File: src/rtl/ibus_arbiter_pkg.sv
// ibus_arbiter_pkg: shared port identifiers and bus widths for the instruction-bus read arbiter
package ibus_arbiter_pkg;
  typedef enum logic {PORT_FETCH, PORT_LOAD} port_t;
  localparam int ADDR_W = 32;
  localparam int DATA_W = 32;
endpackage

File: src/rtl/ibus_arbiter_id_fifo.sv
// id_fifo: in-order owner-id FIFO with async active-low reset
module id_fifo
  import ibus_arbiter_pkg::*;
#(
  parameter  int DEPTH = 2,
  localparam int CW    = $clog2(DEPTH) + 1,
  localparam int AW    = (DEPTH > 1) ? $clog2(DEPTH) : 1
) (
  input  logic          i_clk,
  input  logic          i_rst_n,
  input  logic          i_push,
  input  logic          i_pop,
  input  port_t         i_din,
  output port_t         o_dout,
  output logic          o_empty,
  output logic          o_full,
  output logic [CW-1:0] o_count
);
  port_t         r_mem [DEPTH];
  logic [AW-1:0] r_wr, r_rd;
  logic [CW-1:0] r_count;
  logic [AW-1:0] w_wr_nxt, w_rd_nxt;
  // explicit wrap keeps non-power-of-two-free depths such as 1 correct
  assign w_wr_nxt = (r_wr == AW'(DEPTH - 1)) ? '0 : r_wr + 1'b1;
  assign w_rd_nxt = (r_rd == AW'(DEPTH - 1)) ? '0 : r_rd + 1'b1;
  always_ff @(posedge i_clk or negedge i_rst_n)
    if (!i_rst_n) begin
      r_wr    <= '0;
      r_rd    <= '0;
      r_count <= '0;
    end else begin
      if (i_push) r_wr <= w_wr_nxt;
      if (i_pop) r_rd <= w_rd_nxt;
      r_count <= r_count + CW'(i_push) - CW'(i_pop);
    end
  always_ff @(posedge i_clk)
    if (i_push) r_mem[r_wr] <= i_din;
  assign o_dout  = r_mem[r_rd];
  assign o_empty = (r_count == '0);
  assign o_full  = (r_count == CW'(DEPTH));
  assign o_count = r_count;
endmodule

File: src/rtl/ibus_arbiter.sv
// ibus_arbiter: round-robin two-master AXI4 read arbiter with in-order R steering
module ibus_arbiter
  import ibus_arbiter_pkg::*;
#(
  parameter  int MAX_OUTSTANDING = 2,
  localparam int CW = $clog2(MAX_OUTSTANDING) + 1
) (
  input  logic              i_aclk,
  input  logic              i_aresetn,
  input  logic              i_s0_arvalid,
  output logic              o_s0_arready,
  input  logic [ADDR_W-1:0] i_s0_araddr,
  input  logic [2:0]        i_s0_arprot,
  output logic              o_s0_rvalid,
  input  logic              i_s0_rready,
  output logic [DATA_W-1:0] o_s0_rdata,
  output logic [1:0]        o_s0_rresp,
  input  logic              i_s1_arvalid,
  output logic              o_s1_arready,
  input  logic [ADDR_W-1:0] i_s1_araddr,
  input  logic [2:0]        i_s1_arprot,
  output logic              o_s1_rvalid,
  input  logic              i_s1_rready,
  output logic [DATA_W-1:0] o_s1_rdata,
  output logic [1:0]        o_s1_rresp,
  output logic              o_m_arvalid,
  input  logic              i_m_arready,
  output logic [ADDR_W-1:0] o_m_araddr,
  output logic [2:0]        o_m_arprot,
  input  logic              i_m_rvalid,
  output logic              o_m_rready,
  input  logic [DATA_W-1:0] i_m_rdata,
  input  logic [1:0]        i_m_rresp,
  output logic              o_s0_awready,
  output logic              o_s0_wready,
  output logic              o_s0_bvalid,
  output logic              o_s1_awready,
  output logic              o_s1_wready,
  output logic              o_s1_bvalid,
  output logic              o_m_awvalid,
  output logic              o_m_wvalid,
  output logic              o_m_bready,
  output logic [CW-1:0]     o_outstanding
);
  logic              r_arvalid;
  logic [ADDR_W-1:0] r_araddr;
  logic [2:0]        r_arprot;
  port_t             r_last;
  logic              w_load, w_req, w_push, w_pop, w_empty, w_full, w_head_rready;
  port_t             w_grant, w_head;
  // full counts the entry still sitting in the AR register, so a pop never frees a slot this cycle
  assign w_load  = i_aresetn & (~r_arvalid | i_m_arready) & ~w_full;
  assign w_req   = i_s0_arvalid | i_s1_arvalid;
  assign w_grant = (i_s0_arvalid & i_s1_arvalid) ? ((r_last == PORT_FETCH) ? PORT_LOAD : PORT_FETCH)
                                                 : (i_s1_arvalid ? PORT_LOAD : PORT_FETCH);
  assign w_push  = w_load & w_req;
  assign o_s0_arready = w_push & (w_grant == PORT_FETCH);
  assign o_s1_arready = w_push & (w_grant == PORT_LOAD);
  always_ff @(posedge i_aclk or negedge i_aresetn)
    if (!i_aresetn) begin
      r_arvalid <= 1'b0;
      r_araddr  <= '0;
      r_arprot  <= '0;
      r_last    <= PORT_LOAD;
    end else if (w_push) begin
      r_arvalid <= 1'b1;
      r_araddr  <= (w_grant == PORT_LOAD) ? i_s1_araddr : i_s0_araddr;
      r_arprot  <= (w_grant == PORT_LOAD) ? i_s1_arprot : i_s0_arprot;
      r_last    <= w_grant;
    end else if (i_m_arready) begin
      r_arvalid <= 1'b0;
    end
  assign o_m_arvalid = r_arvalid;
  assign o_m_araddr  = r_araddr;
  assign o_m_arprot  = r_arprot;
  id_fifo #(.DEPTH(MAX_OUTSTANDING)) u_fifo (
    .i_clk   (i_aclk),
    .i_rst_n (i_aresetn),
    .i_push  (w_push),
    .i_pop   (w_pop),
    .i_din   (w_grant),
    .o_dout  (w_head),
    .o_empty (w_empty),
    .o_full  (w_full),
    .o_count (o_outstanding)
  );
  assign w_head_rready = (w_head == PORT_LOAD) ? i_s1_rready : i_s0_rready;
  assign o_m_rready    = ~w_empty & w_head_rready;
  assign o_s0_rvalid   = i_m_rvalid & ~w_empty & (w_head == PORT_FETCH);
  assign o_s1_rvalid   = i_m_rvalid & ~w_empty & (w_head == PORT_LOAD);
  assign o_s0_rdata    = i_m_rdata;
  assign o_s1_rdata    = i_m_rdata;
  assign o_s0_rresp    = i_m_rresp;
  assign o_s1_rresp    = i_m_rresp;
  assign w_pop         = i_m_rvalid & o_m_rready;
  assign o_s0_awready  = 1'b0;
  assign o_s0_wready   = 1'b0;
  assign o_s0_bvalid   = 1'b0;
  assign o_s1_awready  = 1'b0;
  assign o_s1_wready   = 1'b0;
  assign o_s1_bvalid   = 1'b0;
  assign o_m_awvalid   = 1'b0;
  assign o_m_wvalid    = 1'b0;
  assign o_m_bready    = 1'b1;
endmodule

File: config.mk
export PLATFORM = sky130hd
export DESIGN_NAME = ibus_arbiter
export DESIGN_NICKNAME = d
export VERILOG_FILES = /design/src/rtl/ibus_arbiter_pkg.sv /design/src/rtl/ibus_arbiter_id_fifo.sv /design/src/rtl/ibus_arbiter.sv
export SDC_FILE = /design/constraint.sdc
export NUM_CORES = 1
export LEC_CHECK = 0
export ABC_CLOCK_PERIOD_IN_PS = 1800
export CORE_MARGIN = 2
export CORE_UTILIZATION = 29
export CTS_CLUSTER_SIZE = 24
export DETAILED_ROUTE_END_ITERATION = 16
export GPL_ROUTABILITY_DRIVEN = 0
export GPL_TIMING_DRIVEN = 0
export PLACE_DENSITY = 0.78
export REMOVE_ABC_BUFFERS = 1
export SLEW_MARGIN = 20
export SYNTH_ARGS = -nofsm -noshare
export SYNTH_HDL_FRONTEND = slang
export SYNTH_SLANG_ARGS = --single-unit
export TNS_END_PERCENT = 1
File: constraint.sdc
create_clock -name i_aclk -period 1.8 [get_ports i_aclk]
set_input_delay 0.36 -clock i_aclk [delete_from_list [all_inputs] [get_ports i_aclk]]
set_output_delay 0.36 -clock i_aclk [all_outputs]
set_load 0.02 [all_outputs]
==> results_dict.tcl <==
set metrics [dict create \
    status "finished, violations left" \
    failed_checks "negative setup slack" \
    fmax_mhz 546 \
    antenna_found_initial 0 \
    start_util 0.302 \
    reg2reg_slack_ns 0.02 \
    reg2reg_depth 6 \
    synth_flop_cell "dfrtp_1" \
    cts_tree "done" \
    setup_tns_ns -0.0331 \
    synth-seq-cells 43 \
    core_area_mm2 0.00876 \
    final_nets 439 \
    maxSlewViolCount 0 \
    synth_fa_ha_area_frac 0.00473 \
    comb_power_share 0.538 \
    grt_pass1_vias 2010 \
    synthSimpleGateAreaFrac 0.0767 \
    crit_type "flip-flop to output pin" \
    yosysTopAreaCellShare 0.379 \
    p_switching_uw 1970 \
    worst_pin_slew_ns 0.938 \
    synth.distinct_cells 27 \
    vias 2011 \
    power.leakage_uw 0.00163 \
    grt_use_total 0.183 \
    cts-root-buf "clkbuf_8" \
    cp_max_fo 4 \
    power_frac_clock 0.118 \
    hold_class "primary input to async pin" \
    async_flop_share 0.953 \
    r2r-start "u_fifo.r_rd$_DFFE_PN0P_" \
    fp.dieArea_mm2 0.00990 \
    internal_power_uw 3040 \
    wl_per_cell_um 21.2 \
    slowest_stage "dfrtp_1" \
    synth-edff-count 2 \
    seq_power_share 0.344 \
    min_period_ns 1.83 \
    yosysWarnings 0 \
    cts_htree_levels 2 \
    worstPathRequired_ns 1.44 \
    grt_pass1_wl_mm 13.0 \
    synth.largest_area_cell "dfrtp_1" \
    io_buffers 120 \
    clock-sinks 43 \
    yosysSeqAreaShare 0.411 \
    fin_worst_skew_ns 0.00441 \
    ant_nets 0 \
    synth.area.top_cells "dfrtp_1 (38%), buf_4 (22%), mux2i_1 (13%)" \
    drtPass1Iterations 4 \
    p_per_area_mw_per_mm2 1390 \
    clockBufferDepth 2 \
    clkSlewWorstSetupHoldPaths_ns 0.08 \
    netlist_area_mm2 0.00264 \
    rsz0062_at_grt "yes" \
    numCtsBuffers 5 \
    place_hpwl_mm 7.36 \
    grt_overflow 0 \
    cp.arrival_ns 1.47 \
    layout-drive-gt1-share 0.0948 \
    synth_compound_gate_area_share 0.0885 \
    worst_slack_ns -0.0331 \
    setup.worst_path.start_class "flip-flop" \
    setup_violations 1 \
    synth_xor_area_frac 0.0166 \
    drc_errors 0 \
    syn_to_final_growth_pct 35.9 \
    slowest_delay_ns 0.42 \
    hold_ws_ns 0.129 \
    peakVddDrop_v 0.000518 \
    synth.avg_cell_area_um2 9.79 \
    ys_top_cells_by_count "buf_4 (77), dfrtp_1 (40), nand2_1 (40)" \
    cp-end-kind "output pin" \
    syn_inst 270 \
    grt_max_degree 37 \
    wirelength_mm 9.23 \
    slew-limit-headroom 0.373 \
    clock_insertion_delay_worst_skew_ns 0.29 \
    num_rows 34 \
    n_antenna_cell 0 \
    io_pins 232 \
    post-synth-top-count-cell "buf_4" \
    synthMuxAreaShare 0.143 \
    p_sw_frac 0.393 \
    timing.rr.end "u_fifo.o_count[1]$_DFF_PN0_" \
    cap_viol_max_count 0 \
    avgViaCountPerCell 4.62 \
    synth_top_family_by_area "buffers and inverters" \
    path_cells "mux2i_4 > nand2_1 > a21oi_2 > buf_6" \
    dieWidth_um 99.5 \
    hold_viol_final 0 \
    die_h_um 99.5 \
    fin_crit_sh 1.02 \
    drt_iter0_markers 27 \
]
-- repair_timing --
action,4_1_cts,5_1_grt
hold buffers,2,0
hold endpoints to repair,21,0
endpoints found under the setup margin,6,8
setup buffers,4,0
gates cloned,1,0
resized for setup,25,13
pin swaps,2,2
-- final cells by class --
type | count | area [µm²]
clock buffers | 6 | 72.6
clock inverters | 2 | 7.51
fillers | 841 | 5170
inverters | 3 | 11.3
multi-input cells | 144 | 961
flip-flops and latches | 43 | 1090
well taps | 108 | 135
repair buffers | 129 | 1320
-- placed cells by master (no fill, tap or decap) --
cell type / instances
xor2_1: 2
buf_4: 8
o21ai_1: 19
xnor2_1: 3
clkdlybuf4s50_1: 110
clkbuf_1: 1
clkbuf_2: 2
nand2b_4: 1
buf_16: 3
inv_1: 2
mux2i_4: 2
dfrtp_2: 1
clkbuf_8: 5
nand2_8: 1
buf_6: 1
inv_2: 1
dlymetal6s2s_1: 2
clkinv_1: 2
nand2_4: 2
nand2_1: 39
nor2_1: 6
dlygate4sd2_1: 2
dlygate4sd3_1: 1
conb_1: 9
mux2i_1: 35
nand2b_1: 1
a21o_1: 1
edfxtp_1: 2
o211ai_1: 2
dfrtp_1: 39
dfstp_2: 1
a21oi_2: 1
o2111ai_4: 1
nor2_2: 1
o21ai_0: 17
ha_1: 1
-- state kept, by name, summed over array words and instances, names as in the netlist --
register and flops:
u_fifo.r_mem 2, o_m_arvalid 1, o_m_arprot 3, o_m_araddr 32, r_last 1, u_fifo.r_wr 1
u_fifo.r_rd 1, u_fifo.o_count 2
-- metal layers --
layer | track usage | part of all wire | routed length (µm)
met3 | 0.195 | 0.24 | 2190
met5 | 0.0615 | 0.0087 | 80
met4 | 0.0285 | 0.0066 | 61
met2 | 0.274 | 0.43 | 3940
met1 | 0.173 | 0.32 | 2970
-- worst max path at each step --
stage / from / end / slack, ns / cells after the start
global placement: i_aresetn / o_s1_arready / -3.40 / 4
finish: u_fifo.r_rd$_DFFE_PN0P_ / o_m_rready / -0.03 / 4
detailed placement: i_s0_arvalid / o_s0_arready / -1.02 / 6
floorplan: u_fifo.o_count[0]$_DFF_PN0_ / u_fifo.o_count[1]$_DFF_PN0_ / -0.52 / 6
global route: u_fifo.r_rd$_DFFE_PN0P_ / o_m_rready / -0.13 / 4
CTS: i_m_arready / o_s0_arready / -0.01 / 5
-- critical path: cells and delay by family (launching register included) --
kind,cells,cell delay (ns)
flip-flops,1,0.42
multiplexers,1,0.34
AO/OA/AOI/OAI,1,0.17
buffers and inverters,1,0.14
AND/OR/NAND/NOR,1,0.12
-- cells by family after synthesis --
| family | Yosys count |
|---|---|
| other | 2 |
| DFF | 43 |
| buffers and inverters | 91 |
| muxes | 37 |
| and+or+nand+nor | 50 |
| adders and majority gates | 1 |
| xor gates and xnor gates | 5 |
| AOI/OAI and AO/OA | 41 |
-- stage by stage --
stage                util  total power, µW  area, µm²  std cells  worst slack, ns
finish              0.410             5010       3590        435          -0.0331
global route        0.410             5360       3590        435           -0.133
CTS                 0.407             5040       3560        435          -0.0130
detailed placement  0.390             4360       3420        420            -1.02
global placement    0.381             4220       3340        417            -3.40
floorplan               -             3000       2000        189           -0.518
-- power groups by stage --
stage	combinational, µW	clock, µW	sequential, µW
floorplan	794	0	2210
global placement	2520	0	1700
detailed placement	2640	0	1720
CTS	2690	634	1720
global route	2910	663	1790
finish	2700	589	1720
Power figures use the tool's default switching activity.
